<file path="config.mk">
export PLATFORM = sky130hd
export DESIGN_NAME = poly_eval_arbiter
export DESIGN_NICKNAME = d
export VERILOG_FILES = /design/src/rtl/poly_eval_arbiter_pkg.sv /design/src/rtl/poly_eval_arbiter_alu_dp.sv /design/src/rtl/poly_eval_arbiter.sv
export SDC_FILE = /design/constraint.sdc
export NUM_CORES = 1
export LEC_CHECK = 0
export CAP_MARGIN = 10
export CORE_ASPECT_RATIO = 0.5
export CORE_MARGIN = 8
export CORE_UTILIZATION = 58
export DETAILED_ROUTE_END_ITERATION = 7
export PLACE_DENSITY = 0.9
export SETUP_SLACK_MARGIN = 0.4
export SLEW_MARGIN = 20
export SYNTH_ARGS = -nofsm -noshare
export SYNTH_HDL_FRONTEND = slang
export SYNTH_SLANG_ARGS = --single-unit
export TNS_END_PERCENT = 30
</file>
<file path="constraint.sdc">
create_clock -name clk -period 7.14 [get_ports clk]
set_clock_uncertainty 0.05 [all_clocks]
set_input_delay 0.714 -clock clk [delete_from_list [all_inputs] [get_ports clk]]
set_output_delay 0.714 -clock clk [all_outputs]
set_load 0.02 [all_outputs]
</file>
<file path="src/rtl/poly_eval_arbiter_pkg.sv">
// Shared types for the two-requester quadratic evaluator: FSM states, ALU ops,
// operand selects and the per-state micro-program decode.
package poly_eval_arbiter_pkg;

  typedef enum logic [2:0] {
    ST_IDLE   = 3'd0,
    ST_MUL_BX = 3'd1,
    ST_ADD_C  = 3'd2,
    ST_MUL_XX = 3'd3,
    ST_MUL_A  = 3'd4,
    ST_ADD_R  = 3'd5,
    ST_DONE   = 3'd6
  } state_e;

  localparam logic OP_ADD = 1'b0;
  localparam logic OP_MUL = 1'b1;

  typedef enum logic [2:0] {
    SEL_A = 3'd0,
    SEL_B = 3'd1,
    SEL_C = 3'd2,
    SEL_X = 3'd3,
    SEL_T = 3'd4,
    SEL_U = 3'd5
  } sel_e;

  typedef struct packed {
    sel_e sel_l;
    sel_e sel_r;
    logic op;
    logic t_we;
    logic u_we;
  } alu_ctrl_t;

  // t accumulates b*x + c, u accumulates a*x*x; ADD_R sums them into the result.
  function automatic alu_ctrl_t step_ctrl(input state_e s);
    alu_ctrl_t c;
    c       = '0;
    c.sel_l = SEL_A;
    c.sel_r = SEL_A;
    c.op    = OP_ADD;
    case (s)
      ST_MUL_BX: begin c.sel_l = SEL_B; c.sel_r = SEL_X; c.op = OP_MUL; c.t_we = 1'b1; end
      ST_ADD_C:  begin c.sel_l = SEL_T; c.sel_r = SEL_C; c.op = OP_ADD; c.t_we = 1'b1; end
      ST_MUL_XX: begin c.sel_l = SEL_X; c.sel_r = SEL_X; c.op = OP_MUL; c.u_we = 1'b1; end
      ST_MUL_A:  begin c.sel_l = SEL_U; c.sel_r = SEL_A; c.op = OP_MUL; c.u_we = 1'b1; end
      ST_ADD_R:  begin c.sel_l = SEL_U; c.sel_r = SEL_T; c.op = OP_ADD; end
      default:   ;
    endcase
    return c;
  endfunction

endpackage

</file>
<file path="src/rtl/poly_eval_arbiter_alu_dp.sv">
// Operand/temp register file with two select muxes feeding one W-bit add/mul ALU.
module poly_alu_dp
  import poly_eval_arbiter_pkg::*;
#(
  parameter int W = 8
) (
  input  logic         clk,
  input  logic         resetn,
  input  logic         load_i,
  input  logic [W-1:0] a_i,
  input  logic [W-1:0] b_i,
  input  logic [W-1:0] c_i,
  input  logic [W-1:0] x_i,
  input  alu_ctrl_t    ctrl_i,
  output logic [W-1:0] y_o
);

  logic [W-1:0] a_q, b_q, c_q, x_q, t_q, u_q;
  logic [W-1:0] l_opnd, r_opnd;

  function automatic logic [W-1:0] pick(input sel_e s);
    case (s)
      SEL_A:   return a_q;
      SEL_B:   return b_q;
      SEL_C:   return c_q;
      SEL_X:   return x_q;
      SEL_T:   return t_q;
      SEL_U:   return u_q;
      default: return '0;
    endcase
  endfunction

  always_comb begin
    l_opnd = pick(ctrl_i.sel_l);
    r_opnd = pick(ctrl_i.sel_r);
  end

  // Products and sums wrap to W bits at every step.
  always_comb begin
    y_o = '0;
    if (ctrl_i.op == OP_MUL) y_o = l_opnd * r_opnd;
    else                     y_o = l_opnd + r_opnd;
  end

  always_ff @(posedge clk) begin
    if (!resetn) begin
      a_q <= '0;
      b_q <= '0;
      c_q <= '0;
      x_q <= '0;
      t_q <= '0;
      u_q <= '0;
    end else begin
      if (load_i) begin
        a_q <= a_i;
        b_q <= b_i;
        c_q <= c_i;
        x_q <= x_i;
      end
      if (ctrl_i.t_we) t_q <= y_o;
      if (ctrl_i.u_we) u_q <= y_o;
    end
  end

endmodule

</file>
<file path="src/rtl/poly_eval_arbiter.sv">
// Round-robin arbiter and micro-program sequencer for y = A*x^2 + B*x + C mod 2^W,
// shared by two valid/ready requesters with an ID-tagged valid/ready response.
module poly_eval_arbiter
  import poly_eval_arbiter_pkg::*;
#(
  parameter int W = 8
) (
  input  logic         clk,
  input  logic         resetn,
  input  logic         req0_valid,
  output logic         req0_ready,
  input  logic [W-1:0] req0_a,
  input  logic [W-1:0] req0_b,
  input  logic [W-1:0] req0_c,
  input  logic [W-1:0] req0_x,
  input  logic         req1_valid,
  output logic         req1_ready,
  input  logic [W-1:0] req1_a,
  input  logic [W-1:0] req1_b,
  input  logic [W-1:0] req1_c,
  input  logic [W-1:0] req1_x,
  output logic         resp_valid,
  input  logic         resp_ready,
  output logic [W-1:0] resp_data,
  output logic         resp_id,
  output logic         busy
);

  state_e       state_q;
  logic         ptr_q;
  logic         id_q;
  logic         resp_valid_q;
  logic [W-1:0] resp_data_q;
  logic         resp_id_q;
  logic         busy_q;

  logic         idle;
  logic         grant0, grant1, accept;
  logic [W-1:0] sel_a, sel_b, sel_c, sel_x;
  logic [W-1:0] alu_y;
  alu_ctrl_t    ctrl;

  // ptr_q = 0 prefers requester 0 when both are valid.
  assign idle       = (state_q == ST_IDLE);
  assign grant0     = req0_valid & (~req1_valid | ~ptr_q);
  assign grant1     = req1_valid & (~req0_valid |  ptr_q);
  assign req0_ready = idle & grant0;
  assign req1_ready = idle & grant1;
  assign accept     = req0_ready | req1_ready;

  assign sel_a = req1_ready ? req1_a : req0_a;
  assign sel_b = req1_ready ? req1_b : req0_b;
  assign sel_c = req1_ready ? req1_c : req0_c;
  assign sel_x = req1_ready ? req1_x : req0_x;

  assign ctrl = step_ctrl(state_q);

  poly_alu_dp #(.W(W)) u_dp (
    .clk    (clk),
    .resetn (resetn),
    .load_i (accept),
    .a_i    (sel_a),
    .b_i    (sel_b),
    .c_i    (sel_c),
    .x_i    (sel_x),
    .ctrl_i (ctrl),
    .y_o    (alu_y)
  );

  always_ff @(posedge clk) begin
    if (!resetn) begin
      state_q      <= ST_IDLE;
      ptr_q        <= 1'b0;
      id_q         <= 1'b0;
      resp_valid_q <= 1'b0;
      resp_data_q  <= '0;
      resp_id_q    <= 1'b0;
      busy_q       <= 1'b0;
    end else begin
      case (state_q)
        ST_IDLE: begin
          if (accept) begin
            id_q    <= req1_ready;
            ptr_q   <= ~req1_ready;
            busy_q  <= 1'b1;
            state_q <= ST_MUL_BX;
          end
        end
        ST_MUL_BX: state_q <= ST_ADD_C;
        ST_ADD_C:  state_q <= ST_MUL_XX;
        ST_MUL_XX: state_q <= ST_MUL_A;
        ST_MUL_A:  state_q <= ST_ADD_R;
        ST_ADD_R: begin
          resp_data_q  <= alu_y;
          resp_id_q    <= id_q;
          resp_valid_q <= 1'b1;
          state_q      <= ST_DONE;
        end
        ST_DONE: begin
          if (resp_ready) begin
            resp_valid_q <= 1'b0;
            busy_q       <= 1'b0;
            state_q      <= ST_IDLE;
          end
        end
        default: begin
          resp_valid_q <= 1'b0;
          busy_q       <= 1'b0;
          state_q      <= ST_IDLE;
        end
      endcase
    end
  end

  assign resp_valid = resp_valid_q;
  assign resp_data  = resp_data_q;
  assign resp_id    = resp_id_q;
  assign busy       = busy_q;

endmodule

</file>
==> results.py <==
metrics = {
    "synthesis": {
        "synth_area_leaders": "dfxtp_1 (28%), nand2_1 (8.0%), nor2_1 (7.2%)",
        "synth_top_area_frac": 0.2769,
        "synth_ff_type": "dfxtp_1",
        "netlist_top_cells_count": "nand2_1 (98), nor2_1 (89), dfxtp_1 (64), inv_1 (41), a311oi_1 (32)",
        "syn-instance-count": 591,
        "seq_area_frac_synth": 0.2769,
        "ys_ff_latch": 64,
        "synth_nets": 696,
        "synth_edf_count": 0,
        "syn_area_mm2": 0.004627,
        "synth_cell_type_count": 63,
        "synth.avg_cell_area_um2": 7.829,
        "yosysMostFrequentCell": "nand2_1",
        "postSynth.asyncResetShare": 0,
        "synth_area_leader_cell": "dfxtp_1",
        "yosysWarnings": 0,
    },
    "sta": {
        "worst_pin_slew_ps": 1060,
        "hold_violations": 0,
        "final.setup.tns_ps": 0,
        "fin_crit_ps": 5739,
        "rsz0062_at_grt": "no",
        "slew_headroom": 0.2935,
        "max_freq_ghz": 0.1743,
        "drv_slew": 0,
        "holdWs_ps": 421.8,
        "fin_crit_sh": 0.8037,
        "setup_viol": 0,
    },
    "clock_network": {
        "htreeDepth": 3,
        "root_buffer": "clkbuf_16",
        "cts_sinks": 64,
        "cts_tree": "yes",
        "clk-insertion-delay-late_ps": 330,
        "ctsHoldBuffers": 0,
        "numCtsBuffers": 9,
        "clk_pin_slew_ps": 60,
        "cts_post_setup_buffers_inserted": 0,
        "cts_buffer_depth": 2,
        "cts_resized": 0,
    },
    "power_and_ir_drop": {
        "power_mw": 1.264,
        "cellLeakagePower_nw": 2.305,
        "ir_worst_vdd_v": 0.0001372,
        "pwr_density_cell_mw_per_mm2": 222.0,
    },
    "detailed_routing": {
        "wl_per_cell_um": 17.75,
        "vias_per_cell": 5.903,
        "drc": 0,
        "drt_wl_total_um": 13580,
        "vias": 4516,
        "drt_pass1_iterations": 5,
        "drtIter0Drc": 453,
        "ant_nets": 0,
    },
    "final_layout": {
        "area_delta_synth_final_pct": 23.07,
        "layout-drive-gt1-share": 0.05666,
        "final_area_mm2": 0.005694,
        "nets": 753,
        "diodes": 0,
        "final_cells": 765,
    },
    "global_route": {
        "antenna_found_initial": 0,
        "grt_max_degree": 67,
        "track_usage": 0.2463,
        "grt_pass1_vias": 4241,
        "grt_pass1_wl_um": 21720,
        "overflow": 0,
    },
    "critical_path": {
        "critPathLaunchType": "flop",
        "cp_max_fo": 32,
        "crit_chain": "buf_4, nor2b_1, a221o_1, nor2_1, inv_1, ha_1, fa_1, fa_1, ha_1, inv_1, fa_1, inv_1, ha_1, a21o_1, a21oi_1, xnor2_1, xnor3_1, nor3_1, nor3_1",
        "crit_type": "flop to flop",
        "endpoint_kind": "flop",
        "critPathBufInv": 4,
        "cp_data_arrival_time_ps": 5900,
        "crit_required_ps": 7300,
        "slowest_stage": "dfxtp_1",
        "critPathMaxStageDelay_ps": 590,
        "ff2ff_setup_slack_ps": 1400,
        "crit_family": "adder cells",
    },
    "die": {
        "num_rows": 23,
        "initial_core_util": 0.5889,
        "design.core.area_mm2": 0.007856,
        "ios": 82,
        "die_h_um": 79.16,
        "die_w_um": 142.3,
        "floorplan.die_area_mm2": 0.01126,
    },
    "placed_design": {
        "place_area_mm2": 0.005398,
        "hpwl_um": 10220,
        "portBuffers": 81,
        "dp.cells": 749,
        "place_congestion": 0.9606,
    },
    "flow_run": {
        "max_cap_viol_count": 0,
    },
    "run_status": {
        "outcome": "finished, final reports clean",
    },
    "min_path": {
        "hold_class": "flop to flop",
    },
}
-- worst paths after layout --
| path | startpoint | to | cells after the start |
|---|---|---|---|
| worst max register to register | state_q[2]$_SDFFE_PN0P_ | u_dp.t_q[7]$_SDFFE_PN0P_ | 19 |
| worst max-delay path | state_q[2]$_SDFFE_PN0P_ | u_dp.t_q[7]$_SDFFE_PN0P_ | 19 |
| worst min-delay path | id_q$_SDFFE_PN0P_ | id_q$_SDFFE_PN0P_ | 2 |
| worst min register to register | id_q$_SDFFE_PN0P_ | id_q$_SDFFE_PN0P_ | 2 |
-- area by class of cell --
| type | count | area, µm² |
|---|---|---|
| clock buffer | 9 | 225.2 |
| timing repair buffer | 88 | 863.3 |
| fill | 614 | 2162 |
| sequential | 64 | 1281 |
| tap | 112 | 140.1 |
| multi-input combinational | 442 | 2952 |
| inverter | 43 | 161.4 |
| clock inverter | 7 | 71.32 |
-- state kept, by name (all words and copies together), names as in the netlist --
name,cells
u_dp.x_q,8
resp_id,1
ptr_q,1
u_dp.b_q,8
u_dp.t_q,8
resp_data,8
id_q,1
state_q,3
busy,1
u_dp.u_q,8
u_dp.a_q,8
u_dp.c_q,8
resp_valid,1
-- kinds of logic after synthesis --
group / after synthesis / share of synthesized area
buf+inv: 85 / 0.08572
fa+ha+maj: 36 / 0.1184
simple gates: 243 / 0.2363
xor+xnor: 17 / 0.03813
mux: 10 / 0.02353
flops: 64 / 0.2769
compound gates: 136 / 0.2209
-- power breakdown --
| part | internal (mW) | switching [mW] |
|---|---|---|
| Combinational | 0.161 | 0.231 |
| Clock | 0.270 | 0.169 |
| Sequential | 0.396 | 0.0372 |
-- worst min-delay path, stage by stage (launching register included) --
cell and delay [ps]:
dfxtp_1 310, nand2_1 50, a21oi_1 60
-- layer usage --
metal  track usage  routed length, µm
met1        0.3283               6181
met5             0                  0
met3       0.07596               1301
met2        0.3763               5892
met4       0.07466                205
-- through the flow --
stage / worst slack, ps / utilization
6_report: 1401 / 0.7248
5_1_grt: 1115 / 0.7248
4_1_cts: 1487 / 0.7248
3_5_place_dp: 1520 / 0.6871
3_3_place_gp: 1573 / 0.6871
2_1_floorplan: 2280 / -
-- cells in the final DEF (no fill, tap or decap), types with 3 or more instances in the layout --
master / instances
clkbuf_16: 9
xor2_1: 4
a31oi_1: 3
nor2b_1: 4
nor3_1: 9
xnor2_1: 11
nand2_1: 98
fa_1: 13
o32ai_1: 3
a222oi_1: 3
dfxtp_1: 64
nor2_1: 89
ha_1: 23
a211oi_1: 19
a21oi_1: 25
clkdlybuf4s50_1: 81
a21o_1: 8
o21a_1: 3
inv_1: 41
mux2i_1: 6
nand3b_1: 11
a32oi_1: 3
a311oi_1: 32
nand3_1: 3
and2_1: 5
mux2_2: 3
a21boi_1: 3
buf_4: 7
clkinv_2: 3
nand2b_1: 3
o21ai_0: 14
(Power assumes the default switching activity.)
